**src/rtl/display_control_fsm_pkg.sv**
```systemverilog
// display_control_fsm_pkg: state encoding, pixel field widths and strobe pipeline depths
package display_control_fsm_pkg;
  localparam int X_W = 8;
  localparam int Y_W = 7;
  localparam int CLEAR_LAT = 2;
  localparam int DRAW_LAT = 3;
  typedef enum logic [3:0] {
    IDLE, CLEAR, CLEAR_DRAIN, WAIT_BEAT, SHIFT, BOX_SETTLE, BOX_DRAW, BOX_DRAIN, DONE
  } state_t;
endpackage

```
**src/rtl/display_control_fsm_xy_sweep_counter.sv**
```systemverilog
// xy_sweep_counter: raster sweep over a W x H region, y inner and x outer, wrapping to 0 after the last pixel
module xy_sweep_counter
  import display_control_fsm_pkg::*;
#(
  parameter int W = 240,
  parameter int H = 120
) (
  input  logic           clock,
  input  logic           reset,
  input  logic           en,
  input  logic           clr,
  output logic [X_W-1:0] x,
  output logic [Y_W-1:0] y,
  output logic           last
);
  localparam logic [X_W-1:0] X_LAST = X_W'(W - 1);
  localparam logic [Y_W-1:0] Y_LAST = Y_W'(H - 1);
  assign last = (x == X_LAST) && (y == Y_LAST);
  always_ff @(posedge clock) begin
    if (reset || clr) begin
      x <= '0;
      y <= '0;
    end else if (en) begin
      y <= (y == Y_LAST) ? '0 : y + 1'b1;
      if (y == Y_LAST) x <= last ? '0 : x + 1'b1;
    end
  end
endmodule

```
**src/rtl/display_control_fsm.sv**
```systemverilog
// display_control_fsm: sequences screen clear, beat pacing, note shift and per-beat box redraws,
// with plot delayed to line up with the datapath output registers.
module display_control_fsm
  import display_control_fsm_pkg::*;
#(
  parameter int GRID_W      = 240,
  parameter int GRID_H      = 120,
  parameter int BOX_W       = 16,
  parameter int BOX_H       = 60,
  parameter int NUM_BOXES   = 3,
  parameter int BEAT_CYCLES = 12_500_000,
  parameter int SONG_BEATS  = 4
) (
  input  logic        clock,
  input  logic        reset,
  input  logic        start,
  output logic        shiftSong,
  output logic        loadStartAddress,
  output logic        loadX,
  output logic        loadY,
  output logic        writeToScreen,
  output logic        loadDefault,
  output logic        writeDefault,
  output logic        songDone,
  output logic [15:0] gridCounter,
  output logic [1:0]  boxCounter,
  output logic [14:0] pixelCount,
  output logic        plot,
  output logic        busy
);
  localparam int TW = $clog2(BEAT_CYCLES + 1);
  localparam int BW = $clog2(SONG_BEATS + 1);
  state_t state, nextState;
  logic [TW-1:0] beatTimer;
  logic [BW-1:0] beatCount;
  logic [1:0] drainCount;
  logic [CLEAR_LAT-1:0] clearPipe;
  logic [DRAW_LAT-1:0] drawPipe;
  logic [X_W-1:0] gridX, boxX;
  logic [Y_W-1:0] gridY, boxY;
  logic gridLast, boxLast, beatLast, drainLast, lastBox;

  xy_sweep_counter #(.W(GRID_W), .H(GRID_H)) gridSweep (
    .clock(clock), .reset(reset), .en(state == CLEAR), .clr(state == IDLE),
    .x(gridX), .y(gridY), .last(gridLast)
  );

  xy_sweep_counter #(.W(BOX_W), .H(BOX_H)) boxSweep (
    .clock(clock), .reset(reset), .en(state == BOX_DRAW), .clr(state == BOX_SETTLE),
    .x(boxX), .y(boxY), .last(boxLast)
  );

  assign beatLast  = beatTimer == TW'(BEAT_CYCLES - 1);
  assign lastBox   = boxCounter == 2'(NUM_BOXES - 1);
  assign drainLast = drainCount == ((state == CLEAR_DRAIN) ? 2'(CLEAR_LAT - 1) : 2'(DRAW_LAT - 1));

  // Drain lengths equal the pipeline depths so no strobe outlives its state window.
  always_ff @(posedge clock) begin
    if (reset) begin
      state      <= IDLE;
      beatTimer  <= '0;
      beatCount  <= '0;
      drainCount <= '0;
      boxCounter <= '0;
      clearPipe  <= '0;
      drawPipe   <= '0;
    end else begin
      state      <= nextState;
      beatTimer  <= (state == WAIT_BEAT) ? beatTimer + 1'b1 : '0;
      beatCount  <= (state == CLEAR_DRAIN) ? '0 : beatCount + BW'(state == SHIFT);
      drainCount <= ((state inside {CLEAR_DRAIN, BOX_DRAIN}) && !drainLast) ? drainCount + 1'b1 : '0;
      if ((state == WAIT_BEAT && beatLast) || state == DONE) boxCounter <= '0;
      else if (state == BOX_DRAIN && drainLast && !lastBox) boxCounter <= boxCounter + 1'b1;
      clearPipe  <= {clearPipe[CLEAR_LAT-2:0], state == CLEAR};
      drawPipe   <= {drawPipe[DRAW_LAT-2:0], state == BOX_DRAW};
    end
  end

  always_comb begin
    nextState = state;
    case (state)
      IDLE:        nextState = start ? CLEAR : IDLE;
      CLEAR:       nextState = gridLast ? CLEAR_DRAIN : CLEAR;
      CLEAR_DRAIN: nextState = drainLast ? WAIT_BEAT : CLEAR_DRAIN;
      WAIT_BEAT:   nextState = beatLast ? SHIFT : WAIT_BEAT;
      SHIFT:       nextState = BOX_SETTLE;
      BOX_SETTLE:  nextState = BOX_DRAW;
      BOX_DRAW:    nextState = boxLast ? BOX_DRAIN : BOX_DRAW;
      BOX_DRAIN:   nextState = !drainLast ? BOX_DRAIN : !lastBox ? BOX_SETTLE :
                               (beatCount == BW'(SONG_BEATS)) ? DONE : WAIT_BEAT;
      DONE:        nextState = IDLE;
      default:     nextState = IDLE;
    endcase
    shiftSong        = state == SHIFT;
    loadStartAddress = state == BOX_SETTLE;
    loadDefault      = state == CLEAR;
    songDone         = state == DONE;
    busy             = state != IDLE;
    loadX            = drawPipe[0];
    loadY            = drawPipe[0];
    writeToScreen    = drawPipe[1];
    writeDefault     = clearPipe[0];
    plot             = clearPipe[CLEAR_LAT-1] | drawPipe[DRAW_LAT-1];
    gridCounter      = {1'b0, gridX, gridY};
    pixelCount       = {boxX, boxY};
  end
endmodule

```
**config.mk**
```make
export PLATFORM = sky130hd
export DESIGN_NAME = display_control_fsm
export DESIGN_NICKNAME = d
export VERILOG_FILES = /design/src/rtl/display_control_fsm_pkg.sv /design/src/rtl/display_control_fsm_xy_sweep_counter.sv /design/src/rtl/display_control_fsm.sv
export SDC_FILE = /design/constraint.sdc
export NUM_CORES = 1
export LEC_CHECK = 0
export ABC_AREA = 1
export CAP_MARGIN = 20
export CORE_AREA = 2 2 85 87
export DETAILED_ROUTE_END_ITERATION = 8
export DIE_AREA = 0 0 87 89
export PLACE_DENSITY = 0.81
export SLEW_MARGIN = 10
export SYNTH_ARGS = -nofsm -noshare
export SYNTH_HDL_FRONTEND = slang
export SYNTH_HIERARCHICAL = 1
export SYNTH_SLANG_ARGS = --single-unit
```
**constraint.sdc**
```tcl
create_clock -name clock -period 1.6 [get_ports clock]
set_input_delay 0.32 -clock clock [delete_from_list [all_inputs] [get_ports clock]]
set_output_delay 0.32 -clock clock [all_outputs]
set_load 0.02 [all_outputs]
```
==> metrics.md <==
| Metric | Value |
|---|---|
| Asr flop ratio synth | 0% |
| DP Wirelength | roughly 6200 um |
| Hold path cells | 2 |
| Syn_nets | approximately 550 |
| Family with the most delay on the worst path | simple AND/OR/NAND/NOR gates |
| Core ar. | about 6700 um2 |
| Unrepaired setup endpoints after global routing | true |
| Final non-filler cell total | approximately 700 |
| CP Launch Type | flop |
| Remaining Overflow, GRT | 0 |
| Die W | between 80 and 90 um |
| Antenna violations before repair | 0 |
| Top-area cell type share of the netlist area | between 30% and 40% |
| Hold Buf Count CTS | 0 |
| Total Neg Setup Slack | -43.6 ps |
| CTS tree | built |
| CP most frequent cell | nand3_1 |
| FF-to-FF Start | gridSweep/x[1]$_SDFFE_PP0P_ |
| Initial DRC count | between 150 and 200 |
| Cells after DPL | 690 |
| Seq/Total Area, Yosys | roughly 38% |
| Synth Flop Type | dfxtp_1 |
| Number of flops mapped to enable cells by yosys | 0 |
| Leak | 2.08 nW |
| GR Util All Layers | 22.8% |
| Share of layout cells above drive strength 1 | between 10% and 20% |
| Mapped Area | about 3700 um2 |
| Nets | 640 |
| CP Capture Type | flop |
| Critical-path top delay cell | dfxtp_2 |
| Worst Setup SP | gridSweep/x[1]$_SDFFE_PP0P_ |
| Hold endpoint | drawPipe[2]$_SDFF_PP0_ |
| First-pass GRT wire length | between 10000 and 15000 um |
| Wire length on met1 | roughly 3900 um |
| Metal2 WL | 4330 um |
| Max Clock Skew | ~6.3 ps |
| Pre-Repair DR Iteration Count | 5 |
| Peak VDD IR | about 570 uV |
| Seq pwr share | roughly 54% |
| Met3 WL | 311 um |
| Routed len/inst | 12.3 um |
| Synthesis-to-layout area growth | 26.9% |
| Failing checks | negative setup slack |
| Mux cell area share after synthesis | 0% |
| Post-route DRC | 0 |
| Post-synthesis cell count | 542 |
| Rows | 30 |
| Main combinational cell family by area after synthesis | simple AND/OR/NAND/NOR gates |
| Comb pwr share | about 6% |
| Max Slew Vio Count | 0 |
| Kind of critical path | flop to flop |
| DR top layer | met4 |
| CP Buf/Inv Count | 2 |
| Post-layout util | around 70% |
| CP Data Required Time | about 1900 ps |
| Status | finished with violations |
| Synth Area in XOR/XNOR | about 2.1% |
| Area leader, netlist | dfxtp_1 |
| Worst Hold Launch | drawPipe[1]$_SDFF_PP0_ |
| Clock power share | 39.9% |
| Antenna-violating nets left | 0 |
| TritonCTS Sinks | 70 |
| Vias in the first global route | between 3000 and 4000 |
| Top Ports | between 40 and 50 |
| Initial core utilization | ~56% |
| Die Height | roughly 90 um |
| MaxCap Viol Count | 0 |
| Min-delay worst type | flop to flop |
| H-tree depth | 3 |
| CTS root buffer | clkbuf_8 |
| Register Area | approximately 1400 um2 |
| IO buf count | 44 |
| Crit-path max FO | 2 |
| Int Pwr | between 2 and 2.5 mW |
| Inserted Clock Buffers | 9 |
| Delay of the slowest critical-path stage | approximately 360 ps |
| Syn Area/Cell | around 6.9 um2 |
| Post-Synth Simple-Gate Area | about two fifths |
| Endpoints failing setup | 1 |
| Fmax | between 600 and 700 MHz |
| Worst-Skew Late Latency | between 300 and 400 ps |
| Worst Reg-to-Reg Cells | 12 |
| Via count | around 3600 |
| R2R Path End | state[0]$_SDFF_PP0_ |
| P per Cell Area | between 600 and 700 nW/um2 |
| Post-route setup slack | -43.6 ps |
| Crit path DAT | ~1900 ps |
| NetSw | roughly 840 uW |
| Sw frac | roughly a quarter |
| DIE AREA | 7740 um2 |
| Largest buffer count on any clock path | 2 |
| Tcrit/Tclk final | 103% |
| Period minus WS final | 1640 ps |
| Antenna cells | 0 |
| Hold WS | ~420 ps |
| Synth Warn # | 6 |
| Vias per inst | 5.08 |
| Cell variety after synth | approximately 40 |
| Synth Area in Compound Gates | 7.48% |
| Filler cell count | around 540 |
| Final GP Congestion | roughly 0.90 |
| Detailed Route WL | 8790 um |
| Crit path cell chain | ha_4, nand2_4, nor2_4, nand3_2, nor3_2, inv_1, nand3_1, nand3_1, nor2_1, nand3_1, nand2_1, inv_1 |
| Reg clk slew, reported paths | around 80 ps |
| Top post-synthesis cells by area | dfxtp_1 (38%), nand2_1 (11%), nor2_1 (11%) |
| Synth Area in Adders | 2.68% |
| Final hold viol count | 0 |
| Multi-input logic area | 2050 um2 |
| Yosys reg bits | 70 |
| Largest net degree at the start of global routing | 19 |
| Reg-to-reg slack, setup | -40 ps |
## sequential cells by signal, indices dropped and copies added, names as in the netlist
name / flops
state: 4
boxSweep/y: 7
beatCount: 3
gridSweep/y: 7
clearPipe: 2
beatTimer: 24
boxSweep/x: 8
drawPipe: 3
gridSweep/x: 8
boxCounter: 2
drainCount: 2
## worst reg2reg max path, stage by stage, from the launching register on
cell	delay, ps
dfxtp_2	360
ha_4	150
nand2_4	60
nor2_4	120
nand3_2	110
nor3_2	180
inv_1	100
nand3_1	90
nand3_1	70
nor2_1	100
nand3_1	80
nand2_1	80
inv_1	40
## final cells by class
cell class,instances,share of cell area [%]
Tap cell,80,2.11
Inverter,83,6.68
Clock inverter,7,1.06
Timing Repair Buffer,82,14.5
Clock buffer,9,2.62
Multi-Input combinational cell,383,43.2
Sequential cell,70,29.8
## routing by layer
metal  up-vias  track usage, %
met5         -               0
met4         0            11.1
met3        24            3.79
met2        69            39.3
met1      1655            27.6
li1       1876               -
## what timing repair did
item / in CTS / in global routing
gates resized for setup: 66 / 35
endpoints found under the setup margin: 43 / 29
pin swaps: 0 / 15
setup buffers: 0 / 8
## through the flow
step / total power, mW / setup WS, ps / area, um2
finish: 3.23 / -43.6 / 4740
global route: 3.35 / -94.7 / 4740
CTS: 3.21 / 1.63 / 4570
detailed placement: 1.95 / -126 / 4450
global placement: 1.95 / -66.2 / 4450
floorplan: 1.89 / -10.1 / 3740
## kinds of logic after synthesis
family / after synthesis
adders and majority gates: 8
and+or+nand+nor: 318
other: 1
DFF: 70
xor gates and xnor gates: 9
AOI/OAI and AO/OA: 47
buffers and inverters: 89
## how the worst max path moves through the flow
stage                                       to  slack, ps  cells after the start
CTS                        state[0]$_SDFF_PP0_          2                     12
global route               state[0]$_SDFF_PP0_        -90                     12
detailed placement                    songDone       -130                      4
finish                     state[0]$_SDFF_PP0_        -40                     12
floorplan           boxSweep/x[7]$_SDFFE_PP0P_        -10                      9
global placement                      songDone        -70                      4
## cell usage after synthesis (2+ instances only)
library cell	n
and3_1	2
ha_1	8
a31oi_1	4
xnor2_1	3
nand3_4	2
buf_4	3
inv_2	2
nand2_1	111
nor3b_1	3
nand2_4	5
inv_1	79
nor2_2	4
dfxtp_1	70
o21ai_2	3
a21boi_0	2
nor2_4	8
nor2_1	105
nand4_1	10
o21bai_1	5
nand2_2	6
xor2_1	6
nand3_1	43
nor3_1	12
a21oi_1	18
o21ai_0	12
## cell usage in the layout (no fill, tap or decap), types with 7 or more instances in the layout
| cell type | Yosys | routed |
|---|---|---|
| nor2_2 | 4 | 7 |
| nand4_1 | 10 | 10 |
| inv_2 | 2 | 8 |
| nand2_2 | 6 | 7 |
| inv_1 | 79 | 73 |
| nand3_1 | 43 | 41 |
| dfxtp_1 | 70 | 64 |
| nor2_4 | 8 | 12 |
| dlygate4sd2_1 | 0 | 35 |
| a21oi_1 | 18 | 18 |
| nor2_1 | 105 | 98 |
| clkbuf_8 | 0 | 9 |
| nand2_1 | 111 | 109 |
| ha_1 | 8 | 7 |
| nor3_1 | 12 | 9 |
| o21ai_0 | 12 | 11 |
| buf_4 | 3 | 36 |
## power groups by stage
stage / registers (mW) / logic (mW) / clock network (mW)
2_1_floorplan: 1.80 / 0.0917 / 0
3_3_place_gp: 1.79 / 0.155 / 0
3_5_place_dp: 1.79 / 0.157 / 0
4_1_cts: 1.75 / 0.156 / 1.31
5_1_grt: 1.75 / 0.208 / 1.39
6_report: 1.75 / 0.193 / 1.29
Power figures use the tool's default switching activity.
